--- src/rtl/uart_pkg.sv ---
// Shared types and constants for the 8N1 UART transceiver.
// Both FSMs count in prescaler ticks; one bit spans TICKS_PER_BIT ticks.
package uart_pkg;

   localparam int TICKS_PER_BIT = 4;
   localparam int DATA_BITS     = 8;

   typedef enum logic [2:0] {
      RX_IDLE,
      RX_CHECK_START,
      RX_READ_BITS,
      RX_CHECK_STOP,
      RX_FINISH_STOP,
      RX_ERROR
   } rx_state_t;

   typedef enum logic {
      TX_IDLE,
      TX_SENDING
   } tx_state_t;

endpackage

--- src/rtl/uart_tick_gen.sv ---
// Quarter-bit prescaler: down-counter that fires a tick at zero and reloads.
// restart realigns the tick phase to the start of a frame.
module uart_tick_gen #(
   parameter int CLOCK_DIVIDE = 2604
) (
   input  logic clk,
   input  logic rst,
   input  logic restart,
   output logic tick
);

   localparam int W = (CLOCK_DIVIDE > 1) ? $clog2(CLOCK_DIVIDE) : 1;
   localparam logic [W-1:0] RELOAD = W'(CLOCK_DIVIDE - 1);

   logic [W-1:0] cnt;

   always_ff @(posedge clk) begin
      if (!rst) begin
         cnt <= '0;
      end else if (restart || cnt == '0) begin
         cnt <= RELOAD;
      end else begin
         cnt <= cnt - W'(1);
      end
   end

   assign tick = (cnt == '0);

endmodule

--- src/rtl/uart_transceiver.sv ---
// Full-duplex 8N1 UART with 4x oversampling and independent RX/TX prescalers.
// RX samples at bit centres, realigned on every start edge.
module uart_transceiver
   import uart_pkg::*;
#(
   parameter int CLOCK_DIVIDE = 2604
) (
   input  logic       clk,
   input  logic       rst,
   input  logic       rx,
   output logic       tx,
   input  logic       transmit,
   input  logic [7:0] tx_byte,
   output logic       received,
   output logic [7:0] rx_byte,
   output logic       is_receiving,
   output logic       is_transmitting,
   output logic       recv_error
);

   localparam logic [3:0] HALF_T  = 4'(TICKS_PER_BIT / 2 - 1);
   localparam logic [3:0] BIT_T   = 4'(TICKS_PER_BIT - 1);
   localparam logic [3:0] ERR_T   = 4'(2 * TICKS_PER_BIT - 1);
   localparam logic [2:0] RX_LAST = 3'(DATA_BITS - 1);
   localparam logic [3:0] TX_LAST = 4'(DATA_BITS + 1);

   rx_state_t  rx_state;
   tx_state_t  tx_state;
   logic       rx_s1;
   logic       rx_s2;
   logic       rx_tick;
   logic       tx_tick;
   logic       rx_restart;
   logic       tx_restart;
   logic       rx_due;
   logic [3:0] rx_cnt;
   logic [2:0] rx_bit;
   logic [7:0] rx_shift;
   logic [3:0] tx_cnt;
   logic [3:0] tx_idx;
   logic [8:0] tx_shift;

   assign rx_restart      = (rx_state == RX_IDLE) && !rx_s2;
   assign tx_restart      = (tx_state == TX_IDLE) && transmit;
   assign rx_due          = rx_tick && (rx_cnt == '0);
   assign is_receiving    = (rx_state != RX_IDLE);
   assign is_transmitting = (tx_state != TX_IDLE);

   uart_tick_gen #(.CLOCK_DIVIDE(CLOCK_DIVIDE)) u_rx_tick (
      .clk     (clk),
      .rst     (rst),
      .restart (rx_restart),
      .tick    (rx_tick)
   );

   uart_tick_gen #(.CLOCK_DIVIDE(CLOCK_DIVIDE)) u_tx_tick (
      .clk     (clk),
      .rst     (rst),
      .restart (tx_restart),
      .tick    (tx_tick)
   );

   always_ff @(posedge clk) begin
      if (!rst) begin
         rx_s1 <= 1'b1;
         rx_s2 <= 1'b1;
      end else begin
         rx_s1 <= rx;
         rx_s2 <= rx_s1;
      end
   end

   always_ff @(posedge clk) begin
      if (!rst) begin
         rx_state   <= RX_IDLE;
         rx_cnt     <= '0;
         rx_bit     <= '0;
         rx_shift   <= '0;
         rx_byte    <= '0;
         received   <= 1'b0;
         recv_error <= 1'b0;
      end else begin
         received   <= 1'b0;
         recv_error <= 1'b0;
         if (rx_tick && rx_cnt != '0) begin
            rx_cnt <= rx_cnt - 4'd1;
         end
         unique case (rx_state)
            RX_IDLE: begin
               if (!rx_s2) begin
                  rx_state <= RX_CHECK_START;
                  rx_cnt   <= HALF_T;
               end
            end
            RX_CHECK_START: begin
               if (rx_due) begin
                  if (!rx_s2) begin
                     rx_state <= RX_READ_BITS;
                     rx_cnt   <= BIT_T;
                     rx_bit   <= '0;
                  end else begin
                     rx_state <= RX_IDLE;
                  end
               end
            end
            RX_READ_BITS: begin
               if (rx_due) begin
                  rx_shift <= {rx_s2, rx_shift[7:1]};
                  rx_cnt   <= BIT_T;
                  if (rx_bit == RX_LAST) begin
                     rx_state <= RX_CHECK_STOP;
                  end else begin
                     rx_bit <= rx_bit + 3'd1;
                  end
               end
            end
            RX_CHECK_STOP: begin
               if (rx_due) begin
                  if (rx_s2) begin
                     rx_state <= RX_FINISH_STOP;
                     rx_cnt   <= HALF_T;
                  end else begin
                     rx_state   <= RX_ERROR;
                     recv_error <= 1'b1;
                     rx_cnt     <= ERR_T;
                  end
               end
            end
            RX_FINISH_STOP: begin
               if (rx_due) begin
                  rx_byte  <= rx_shift;
                  received <= 1'b1;
                  rx_state <= RX_IDLE;
               end
            end
            RX_ERROR: begin
               if (rx_due) begin
                  rx_state <= RX_IDLE;
               end
            end
            default: rx_state <= RX_IDLE;
         endcase
      end
   end

   // Shift register carries the stop bit above the data so the
   // frame falls out of bit 0 in wire order.
   always_ff @(posedge clk) begin
      if (!rst) begin
         tx_state <= TX_IDLE;
         tx       <= 1'b1;
         tx_cnt   <= '0;
         tx_idx   <= '0;
         tx_shift <= '0;
      end else begin
         unique case (tx_state)
            TX_IDLE: begin
               if (transmit) begin
                  tx_state <= TX_SENDING;
                  tx       <= 1'b0;
                  tx_shift <= {1'b1, tx_byte};
                  tx_idx   <= '0;
                  tx_cnt   <= BIT_T;
               end
            end
            TX_SENDING: begin
               if (tx_tick) begin
                  if (tx_cnt != '0) begin
                     tx_cnt <= tx_cnt - 4'd1;
                  end else if (tx_idx == TX_LAST) begin
                     tx_state <= TX_IDLE;
                     tx       <= 1'b1;
                  end else begin
                     tx       <= tx_shift[0];
                     tx_shift <= {1'b1, tx_shift[8:1]};
                     tx_idx   <= tx_idx + 4'd1;
                     tx_cnt   <= BIT_T;
                  end
               end
            end
            default: tx_state <= TX_IDLE;
         endcase
      end
   end

endmodule

--- config.mk ---
export PLATFORM = sky130hd
export DESIGN_NAME = uart_transceiver
export DESIGN_NICKNAME = d
export VERILOG_FILES = /design/src/rtl/uart_pkg.sv /design/src/rtl/uart_tick_gen.sv /design/src/rtl/uart_transceiver.sv
export SDC_FILE = /design/constraint.sdc
export NUM_CORES = 1
export LEC_CHECK = 0
export ABC_AREA = 1
export CAP_MARGIN = 20
export CORE_ASPECT_RATIO = 0.7
export CORE_MARGIN = 2
export CORE_UTILIZATION = 53
export DETAILED_ROUTE_END_ITERATION = 7
export PLACE_DENSITY = 0.87
export SLEW_MARGIN = 40
export SYNTH_ARGS = -nofsm -noshare
export SYNTH_HDL_FRONTEND = slang
export SYNTH_SLANG_ARGS = --single-unit
--- constraint.sdc ---
create_clock -name clk -period 1.5 [get_ports clk]
set_input_delay 0.3 -clock clk [delete_from_list [all_inputs] [get_ports clk]]
set_output_delay 0.3 -clock clk [all_outputs]
set_load 0.02 [all_outputs]
==> Yosys cells after proc, flatten, opt, wreduce, memory -nomap -nowiden <==
Index checks and enable logic that the tools add are counted.
W data, S select, Z words.
{ "word_totals": {"output_inout_bits": 13, "elab_cells": 124, "input_bits": 12, "register_bits": 73} }
{ "classes": {"bitwise": 2, "n_mux": 51, "addsub": 6, "n_reduce_logical": 27, "n_eq_ne": 20} }
{ "ops": {"columns": ["operator", "n"], "rows": [
  ["$mux W4", 14],
  ["$mux W9", 4],
  ["$mux W3", 11],
  ["$logic_not A12 Y1", 2],
  ["$mux W12", 2],
  ["$sub A12 B1 Y12 const B", 2],
  ["$ne A2 B2 Y1 const B", 10],
  ["$pmux W9 S2", 1],
  ["$pmux W4 S2", 2],
  ["$pmux W4 S4", 1],
  ["$pmux W3 S5", 1],
  ["$mux W1", 11],
  ["$eq A3 B3 Y1 const B", 3],
  ["$reduce_and A3 Y1", 3],
  ["$reduce_bool A4 Y1", 2],
  ["$sub A4 B1 Y4 const B", 2],
  ["$eq A3 B2 Y1 const B", 2],
  ["$pmux W3 S2", 1],
  ["$reduce_and A2 Y1", 3],
  ["$reduce_and A6 Y1", 1],
  ["$reduce_or A2 Y1", 3],
  ["$reduce_and A5 Y1", 1],
  ["$add A4 B1 Y4 const B", 1],
  ["$eq A4 B4 Y1 const B", 1],
  ["other kinds (15)", 22]
]} }

==> Logic depth before layout (Yosys ltp) <==
Gate-level depths: netlist of the first run.
{ "logic_depth": {"depth_word": 6, "ltp_mapped": 11, "mapped_depth_nobuf": 10} }

==> Hierarchy <==
A second synthesis of the first run with hierarchy kept.
{ "unflattened": {"hier_cells": 503, "hier_area_um2": 3681.0} }
{ "by_module_without_submodules": {"columns": ["module", "seq_area_each_um2", "n_inst", "cells_each", "area_per_inst_um2"], "rows": [
  ["uart_transceiver", 980.9, 1, 323, 2354.8],
  ["uart_tick_gen", 240.2, 2, 90, 663.1]
]} }

==> Worst setup path after synthesis of the first run <==
Ideal clock, no wire load.
{ "synth_timing": {"kind": "flip-flop to flip-flop", "startpoint": "reg rx_cnt[0]", "endpoint": "reg rx_cnt[3]", "synth_period_minus_slack_ps": 1449, "t_arrival_ps": 1385, "slack_ps": 51, "setup_time_ps": 64, "required_time_ps": 1436, "path_buffers": 1, "path_stages_with_launch": 11, "path_cell_list": "dfxtp_1 inv_1 ha_1 nand3_1 inv_1 nand3_4 inv_2 buf_6 o21bai_1 nand2_1 nor2_1"} }
{ "synth_via": {"elab_chain_cells": 6, "elab_cells_between_ends": 12, "classes_between": "add/sub (1); mux (7); reduce/logical (4)"} }
{ "synth_rtl": {"columns": ["item", "line", "rtl"], "rows": [
  ["start, declared", "uart_transceiver.sv:36", "logic [3:0] rx_cnt;"],
  ["start signal, assigned", "uart_transceiver.sv:86", "rx_cnt <= rx_cnt - 4'd1;"],
  ["parallel branches: the longest is 5 deep, another holds $sub A4 B1 Y4", null, null],
  ["$pmux W4 S4 *", "uart_transceiver.sv:88", "unique case (rx_state)"]
]} }
Mark *: on every way between the ends.
A chain may end at the register's enable or synchronous reset.

==> Worst setup path after layout of the first run <==
{ "layout_timing": {"startpoint": "reg u_rx_tick.cnt[0]", "endpoint": "reg rx_shift[3]"} }
{ "layout_via": {"elab_chain_cells": 3} }
{ "layout_rtl": {"columns": ["item", "line", "rtl"], "rows": [
  ["start, declared", "uart_tick_gen.sv:15", "logic [W-1:0] cnt;"],
  ["start signal, assigned", "uart_tick_gen.sv:23", "cnt <= cnt - W'(1);"],
  ["$logic_not A12 Y1", "uart_tick_gen.sv:27", "assign tick = (cnt == '0);"],
  ["$logic_and A1 B1 Y1", "uart_transceiver.sv:45", "assign rx_due = rx_tick && (rx_cnt == '0);"],
  ["$reduce_and A2 Y1 (no source line)", null, null],
  ["end signal, assigned", "uart_transceiver.sv:108", "rx_shift <= {rx_s2, rx_shift[7:1]};"],
  ["end, declared", "uart_transceiver.sv:38", "logic [7:0] rx_shift;"]
]} }
No other way between the ends.

==> run_results.csv, run 1 <==
group,metric,value,unit
grt,grt_pass1_wl,13.4,mm
setup_path,reg2reg_to,"rx_shift[3]$_SDFFE_PN0P_",
final_layout,fin_nets,597,
yosys,async_flop_share,0,%
yosys,synth_top_area_cell,"dfxtp_1",
yosys,synth_warnings,0,
timing,setup_violations,4,
clock_tree,clkSinkCount,73,
floorplan,core,6340,µm²
grt,grt_pass1_vias,3150,
setup_path,r2r_setup_slack,-8,ps
timing,hold-worst-slack,444,ps
yosys,synth_ff_type,"dfxtp_1",
outcome,status,"finished with violations",
timing,worst_slack,-8.34,ps
timing,slew_headroom,72.5,%
setup_path,worstSetupEndpointType,"register",
power,total_power,7.80,mW
yosys,synth.avg_cell_area,7.06,µm²
floorplan,rows,24,
placed_design,detailed_place.area,4090,µm²
setup_path,path_class,"reg2reg",
clock_tree,cts_buffers,9,
worst_hold_path,hold_path.class,"reg2reg",
worst_hold_path,hold_path_depth,1,
yosys,synth_cell_types,35,
drt,via_per_inst,5.27,
clock_tree,clock-root-buffer,"clkbuf_8",
grt,grt_max_degree,21,
timing,worstMarginPinSlew,411,ps
setup_path,rr_worst_depth,10,
drt,ant_nets,0,
clock_tree,cts_tree,"done",
clock_tree,path_clk_slew,80,ps
yosys,syn_area,3540,µm²
placed_design,gp_congestion,0.906,
yosys,synth.area.top_cells,"dfxtp_1, nand2_1, a21oi_1",
power,power.leakage,2.08,nW
worst_hold_path,whs_endpoint,"rx_s2$_SDFF_PN1_",
clock_tree,clk_latency,350,ps
grt,grt_use_total,22.7,%
drt,wl_per_cell,13.4,µm
floorplan,ios,25,
timing,finalHoldViolCount,0,
yosys,synth.top_cell.area_share,41.2,%
drt,routed-via-count,3542,
final_layout,drive_gt1_share,26.9,%
drt,drt_iter0_drc,219,
setup_path,startpoint_type,"register",
setup_path,crit_fanout,8,
timing,finalMaxSlewViolations,0,
setup_path,worstPathArrival,1760,ps
timing,fin_worst_skew,8.31,ps
yosys,synth_commonest_cells,"nand2_1, dfxtp_1, a21oi_1",
floorplan,fp.dieW,102,µm
grt,gr-total-overflow,0,
drt,route.detailed.drc,0,
final_layout,design_area,4700,µm²
power,vdd_drop_max,0.760,mV
yosys,synth_seq_cells,73,
drt,drt-pass1-iter-count,6,
outcome,violations,"negative setup slack",
final_layout,final_util,74.2,%
setup_path,crit_required,1750,ps
final_layout,diodes,0,
yosys,syn_nets,523,
yosys,ys_seq_area_share,41.2,%
power,power.density,1660,nW/µm²
drt,routed_wl,8.98,mm
floorplan,die_h,72.4,µm
floorplan,start_util,55.9,%
clock_tree,hold_buffers,0,
worst_hold_path,worstHoldStart,"rx_s1$_SDFF_PN1_",
timing,rsz0062_at_grt,"yes",
yosys,synth-edff-count,0,
yosys,yosysMostFrequentCell,"nand2_1",
clock_tree,htree_levels,3,
placed_design,dpl_worst_slack,-72.4,ps
placed_design,numPortBuffers,24,
placed_design,hpwl,5.39,mm
clock_tree,clockBufferDepth,2,
grt,antenna_found_initial,0,
yosys,synthCells,502,
final_layout,syn_to_final_growth,32.7,%
run,cap_violations,0,
timing,fmax,0.663,GHz
timing,period_share,101,%
setup_path,timing.rr.start,"u_rx_tick.cnt[0]$_SDFF_PN0_",
floorplan,fp.dieArea,7370,µm²
timing,period_needed,1510,ps
==> cells by family (layout without fill, tap and decap cells) <==
group | count (synthesis) | after routing | share of synthesized area [%]
adder cells (fa/ha/maj) | 9 | 9 | 3.18
XOR/XNOR | 12 | 12 | 2.97
AND/OR/NAND/NOR | 265 | 265 | 33.5
flip-flops | 73 | 73 | 41.2
AO/OA/AOI/OAI | 72 | 72 | 10.6
buffers and inverters | 71 | 150 | 8.47
==> stage by stage <==
step / TNS [ps] / instances
after global routing: -1600 / 672
after global placement: -322 / 640
after CTS: 0 / 659
after floorplan: 0 / 502
after detailed placement: -1040 / 640
final: -21.6 / 672
==> placed cells by master (no fill, tap or decap), drive strengths merged <==
| cell type | count |
|---|---|
| nand3b | 3 |
| nor2 | 59 |
| nor3 | 4 |
| o211ai | 1 |
| clkdlybuf4s50 | 11 |
| clkinv | 3 |
| xor2 | 7 |
| o21a | 1 |
| dfxtp | 73 |
| or2 | 7 |
| o31ai | 1 |
| clkbuf | 10 |
| inv | 56 |
| a31oi | 2 |
| xnor2 | 5 |
| nand2 | 136 |
| nand3 | 40 |
| nand4 | 15 |
| bufinv | 2 |
| o21ai | 12 |
| buf | 55 |
| dlygate4sd2 | 12 |
| clkinvlp | 1 |
| nor3b | 1 |
| a21oi | 54 |
| o21bai | 1 |
| ha | 9 |
==> timing repair <==
item	4_1_cts	5_1_grt
buffers inserted	3	11
setup endpoints to repair	38	61
pin swaps	5	19
gates cloned	0	2
gates resized for setup	29	78
==> worst max path at each step <==
stage                     slack [ps]  cells after the start                      endpoint                        start
after floorplan                   50                     10          rx_cnt[3]$_SDFF_PN0_         rx_cnt[0]$_SDFF_PN0_
after global placement           -40                      8  u_tx_tick.cnt[10]$_SDFF_PP0_                     transmit
after detailed placement         -70                      9        tx_cnt[0]$_SDFFE_PN0P_                     transmit
after CTS                        0.6                      9      rx_shift[3]$_SDFFE_PN0P_         rx_cnt[0]$_SDFF_PN0_
after global routing             -90                     10      rx_shift[3]$_SDFFE_PN0P_  u_rx_tick.cnt[0]$_SDFF_PN0_
final                             -8                     10      rx_shift[3]$_SDFFE_PN0P_  u_rx_tick.cnt[0]$_SDFF_PN0_
==> area by class of cell <==
| class | instances | area, µm² |
|---|---|---|
| Clock buffer | 10 | 138 |
| Clock inverter | 6 | 90.1 |
| Fill cell | 452 | 1630 |
| Inverter | 56 | 220 |
| Multi-Input combinational cell | 358 | 2000 |
| Sequential cell | 73 | 1470 |
| Tap cell | 91 | 114 |
| Timing Repair Buffer | 78 | 666 |
==> state kept, by name (all words and copies together) (netlist names) <==
signal           count
rx_s1                1
rx_shift             8
rx_cnt               4
u_tx_tick.cnt       12
rx_byte              8
tx_shift             9
received             1
rx_state             3
u_rx_tick.cnt       12
recv_error           1
tx                   1
rx_bit               3
tx_idx               4
is_transmitting      1
rx_s2                1
tx_cnt               4
==> critical path, cell delays in order (launching register included) <==
cell and delay (ps):
dfxtp_2 320, inv_2 70, ha_4 150, nand2_4 70
nor2_8 140, nand3_4 130, nor2_4 210, buf_12 150
inv_8 50, nand2_2 60, a21oi_1 60
==> power by group <==
group          internal (mW)  total [mW]  leakage, nW  switching [mW]
Clock                  0.988        1.77        0.113           0.783
Sequential              2.24        2.47        0.600           0.226
Combinational           1.42        3.56         1.37            2.14
==> routing by layer <==
layer | up-vias | track usage, % | part of all wire, %
li1 | 1761 | - | -
met1 | 1611 | 28.3 | 44
met2 | 142 | 38.6 | 49
met3 | 28 | 6.07 | 5.9
met4 | 0 | 6.76 | 1.7
met5 | - | 0 | 0
No activity file was read; power rests on OpenSTA's default activity.
==> run 2, diff against run 1 <==
--- a/config.mk
+++ b/config.mk
@@ -6,13 +6,13 @@
 export NUM_CORES = 1
 export LEC_CHECK = 0
 export ABC_AREA = 1
+export ABC_CLOCK_PERIOD_IN_PS = 1500
 export CAP_MARGIN = 20
 export CORE_ASPECT_RATIO = 0.7
 export CORE_MARGIN = 2
 export CORE_UTILIZATION = 53
 export DETAILED_ROUTE_END_ITERATION = 7
 export PLACE_DENSITY = 0.87
-export SLEW_MARGIN = 40
 export SYNTH_ARGS = -nofsm -noshare
 export SYNTH_HDL_FRONTEND = slang
 export SYNTH_SLANG_ARGS = --single-unit
==> results of run 2 <==
Same layout as run 1: the final DEF is identical, and so are final timing and power.
==> variant (flow settings as in run 1) <==
Reset style: asynchronous (`rst`), changed in 4 clocked blocks.
--- a/src/rtl/uart_tick_gen.sv
+++ b/src/rtl/uart_tick_gen.sv
@@ -14,7 +14,7 @@
 
    logic [W-1:0] cnt;
 
-   always_ff @(posedge clk) begin
+   always_ff @(posedge clk or negedge rst) begin
       if (!rst) begin
          cnt <= '0;
       end else if (restart || cnt == '0) begin
--- a/src/rtl/uart_transceiver.sv
+++ b/src/rtl/uart_transceiver.sv
@@ -60,7 +60,7 @@
       .tick    (tx_tick)
    );
 
-   always_ff @(posedge clk) begin
+   always_ff @(posedge clk or negedge rst) begin
       if (!rst) begin
          rx_s1 <= 1'b1;
          rx_s2 <= 1'b1;
@@ -70,7 +70,7 @@
       end
    end
 
-   always_ff @(posedge clk) begin
+   always_ff @(posedge clk or negedge rst) begin
       if (!rst) begin
          rx_state   <= RX_IDLE;
          rx_cnt     <= '0;
@@ -145,7 +145,7 @@
 
    // Shift register carries the stop bit above the data so the
    // frame falls out of bit 0 in wire order.
-   always_ff @(posedge clk) begin
+   always_ff @(posedge clk or negedge rst) begin
       if (!rst) begin
          tx_state <= TX_IDLE;
          tx       <= 1'b1;
Formal check against the unedited RTL: differs if rst is asserted again (counterexample within 4 cycles, from zero or initial values and one cycle with rst low); with rst held inactive, the same outputs for 10 cycles.
==> variant against run 1 <==
The run still ends with setup timing left; via count up 1.6%; utilization up 7.1 points; synthesized cell count down 15%; sequential cell count unchanged; wire length up 33%; area after synthesis up 3.8%; fmax down 14%; final area up 16%; non-clock buffer count up 29; setup slack worse by 240 ps.
Power is not compared: it rests on default switching activity, and its combinational part moved more than twofold at a synthesized area within 25%.
==> variant: results (changes against run 1) <==
# rows 25 (+4.2%); post-synthesis cell count 425 (-15%); top post-synthesis cells by area dfrtp_1, nand2_1, inv_1; register bit total from synthesis 73 (unchanged); largest net degree at the start of global routing 74 (+250%); Worst EP arrival 2020 ps (+260 ps); Max clock buf depth 2 (unchanged); GRT Total Usage 27.8% (+5.1 points); Non-clk invs 59 (+5.4%); pre-CTS setup slack -190 ps (-117 ps); failing checks setup timing; DP HPWL 5480 µm (+1.7%); worst hold path type input pin to flip-flop; Final TNS setup -6400 ps (-6380 ps); post-synthesis sequential area ratio 49.7% (+8.5 points); slowest CP cell dfrtp_1; fillcell total 365 (-19%); clk_skew 16.0 ps (+7.68 ps); initial antenna violation count 0 (unchanged); Root Buffer clkbuf_8; multi-input combinational area share 38.2% (-4.3 points); NonClk Buf Share 18.3% (+4.1 points); Post-synth top cells nand2_1, dfrtp_1, inv_1; asr flop ratio synth 100% (+100 points); Mapped Area 3680 µm² (+3.8%); CP max FO 4 (-4); biggest regs u_rx_tick.cnt: 12 flops, u_tx_tick.cnt: 12 flops, tx_shift: 9 flops; PortBufs 24 (unchanged); sequential share of cell area 33.5% (+2.1 points); GP Congestion 0.907 (about the same); first-pass GRT wire length 16,400 µm (+22%); worst skew pair latency 380 ps (+30 ps); Worst path max stage delay 440 ps (+120 ps); max_slew headroom 74.5% (+1.9 points); placed inst area 4370 µm² (+6.8%); Clock buf/inv share 3.57% (-1.3 points); clock buffers 10 (unchanged); Synth Flop Type dfrtp_1; outcome finished, violations left; Repair and plain buffers 107 (+37%); DR vias 3,597 (+1.6%); number of DRC markers in iteration 0 236 (+7.8%); post-route worst setup slack -252 ps (-244 ps); DR pass1 iterations 4 (-2); Multi-In Gates 288 (-20%); number of global-route vias before repair 3,480 (+10%); hold_ws 360 ps (-83.1 ps); Final Setup Violations 63 (+59); Avg WL per Cell 18.8 µm (+41%); layout cell share with drive strength beyond 1 44.4% (+18 points); layout net count 560 (-6.2%); syn_nets 447 (-15%); dpl cells 580 (-9.4%); aggregate routed wire length 12,000 µm (+33%); Yosys warnings 0 (unchanged)
[variant: worst reg2reg max path, delay by kind of cell, from the launching register on]
kind	cells	cell delay [ps]
simple gates	6	870
buf+inv	3	330
flops	1	440
[variant: power by group]
part           leakage (nW)  internal (mW)  switching [mW]
clock                0.0929          0.774           0.828
combinational          1.70          0.501           0.565
sequential            0.910           2.13           0.136
[variant: cells by family (layout without fill, tap and decap cells)]
family | after synthesis | count (layout) | synth area share, %
flops | 73 | 73 | 49.7
mux | 7 | 7 | 1.90
simple gates | 188 | 191 | 24.3
compound gates | 66 | 66 | 9.86
fa+ha+maj | 10 | 10 | 3.40
buf+inv | 67 | 182 | 7.41
xor+xnor | 14 | 14 | 3.33
[variant: worst paths after layout]
path,end,start,depth (start not counted)
worst max-delay path,rx_cnt[2],u_rx_tick.cnt[9],9
min in group asynchronous,u_rx_tick.cnt[7],rst,3
worst max register to register,rx_cnt[2],u_rx_tick.cnt[9],9
worst min register to register,rx_s2,rx_s1,0
worst min-delay path,rx_s1,rx,1
max in group asynchronous,tx,rst,3
[variant: routing by layer]
metal / wire [µm] / part of all wire [%] / up-vias / global-route usage, %
met5: 0 / 0 / - / 0
met4: 555 / 4.6 / 0 / 13.7
met3: 838 / 7.0 / 61 / 8.07
met2: 6160 / 51 / 203 / 49.4
met1: 4430 / 37 / 1730 / 31.4
li1: - / - / 1603 / -
[variant: repair_timing]
action	in CTS	in global routing
endpoints found under the setup margin	50	69
setup buffers	21	17
hold buffers	1	0
resized for setup	113	106
pin swaps	22	43
gates cloned	6	1
endpoints found under the hold margin	70	0
[variant: per-stage QoR]
stage	power, mW	utilization [%]
global route	5.13	81.4
detailed placement	3.01	65.0
CTS	4.62	75.8
finish	4.93	81.4
floorplan	2.69	-
global placement	2.95	65.0
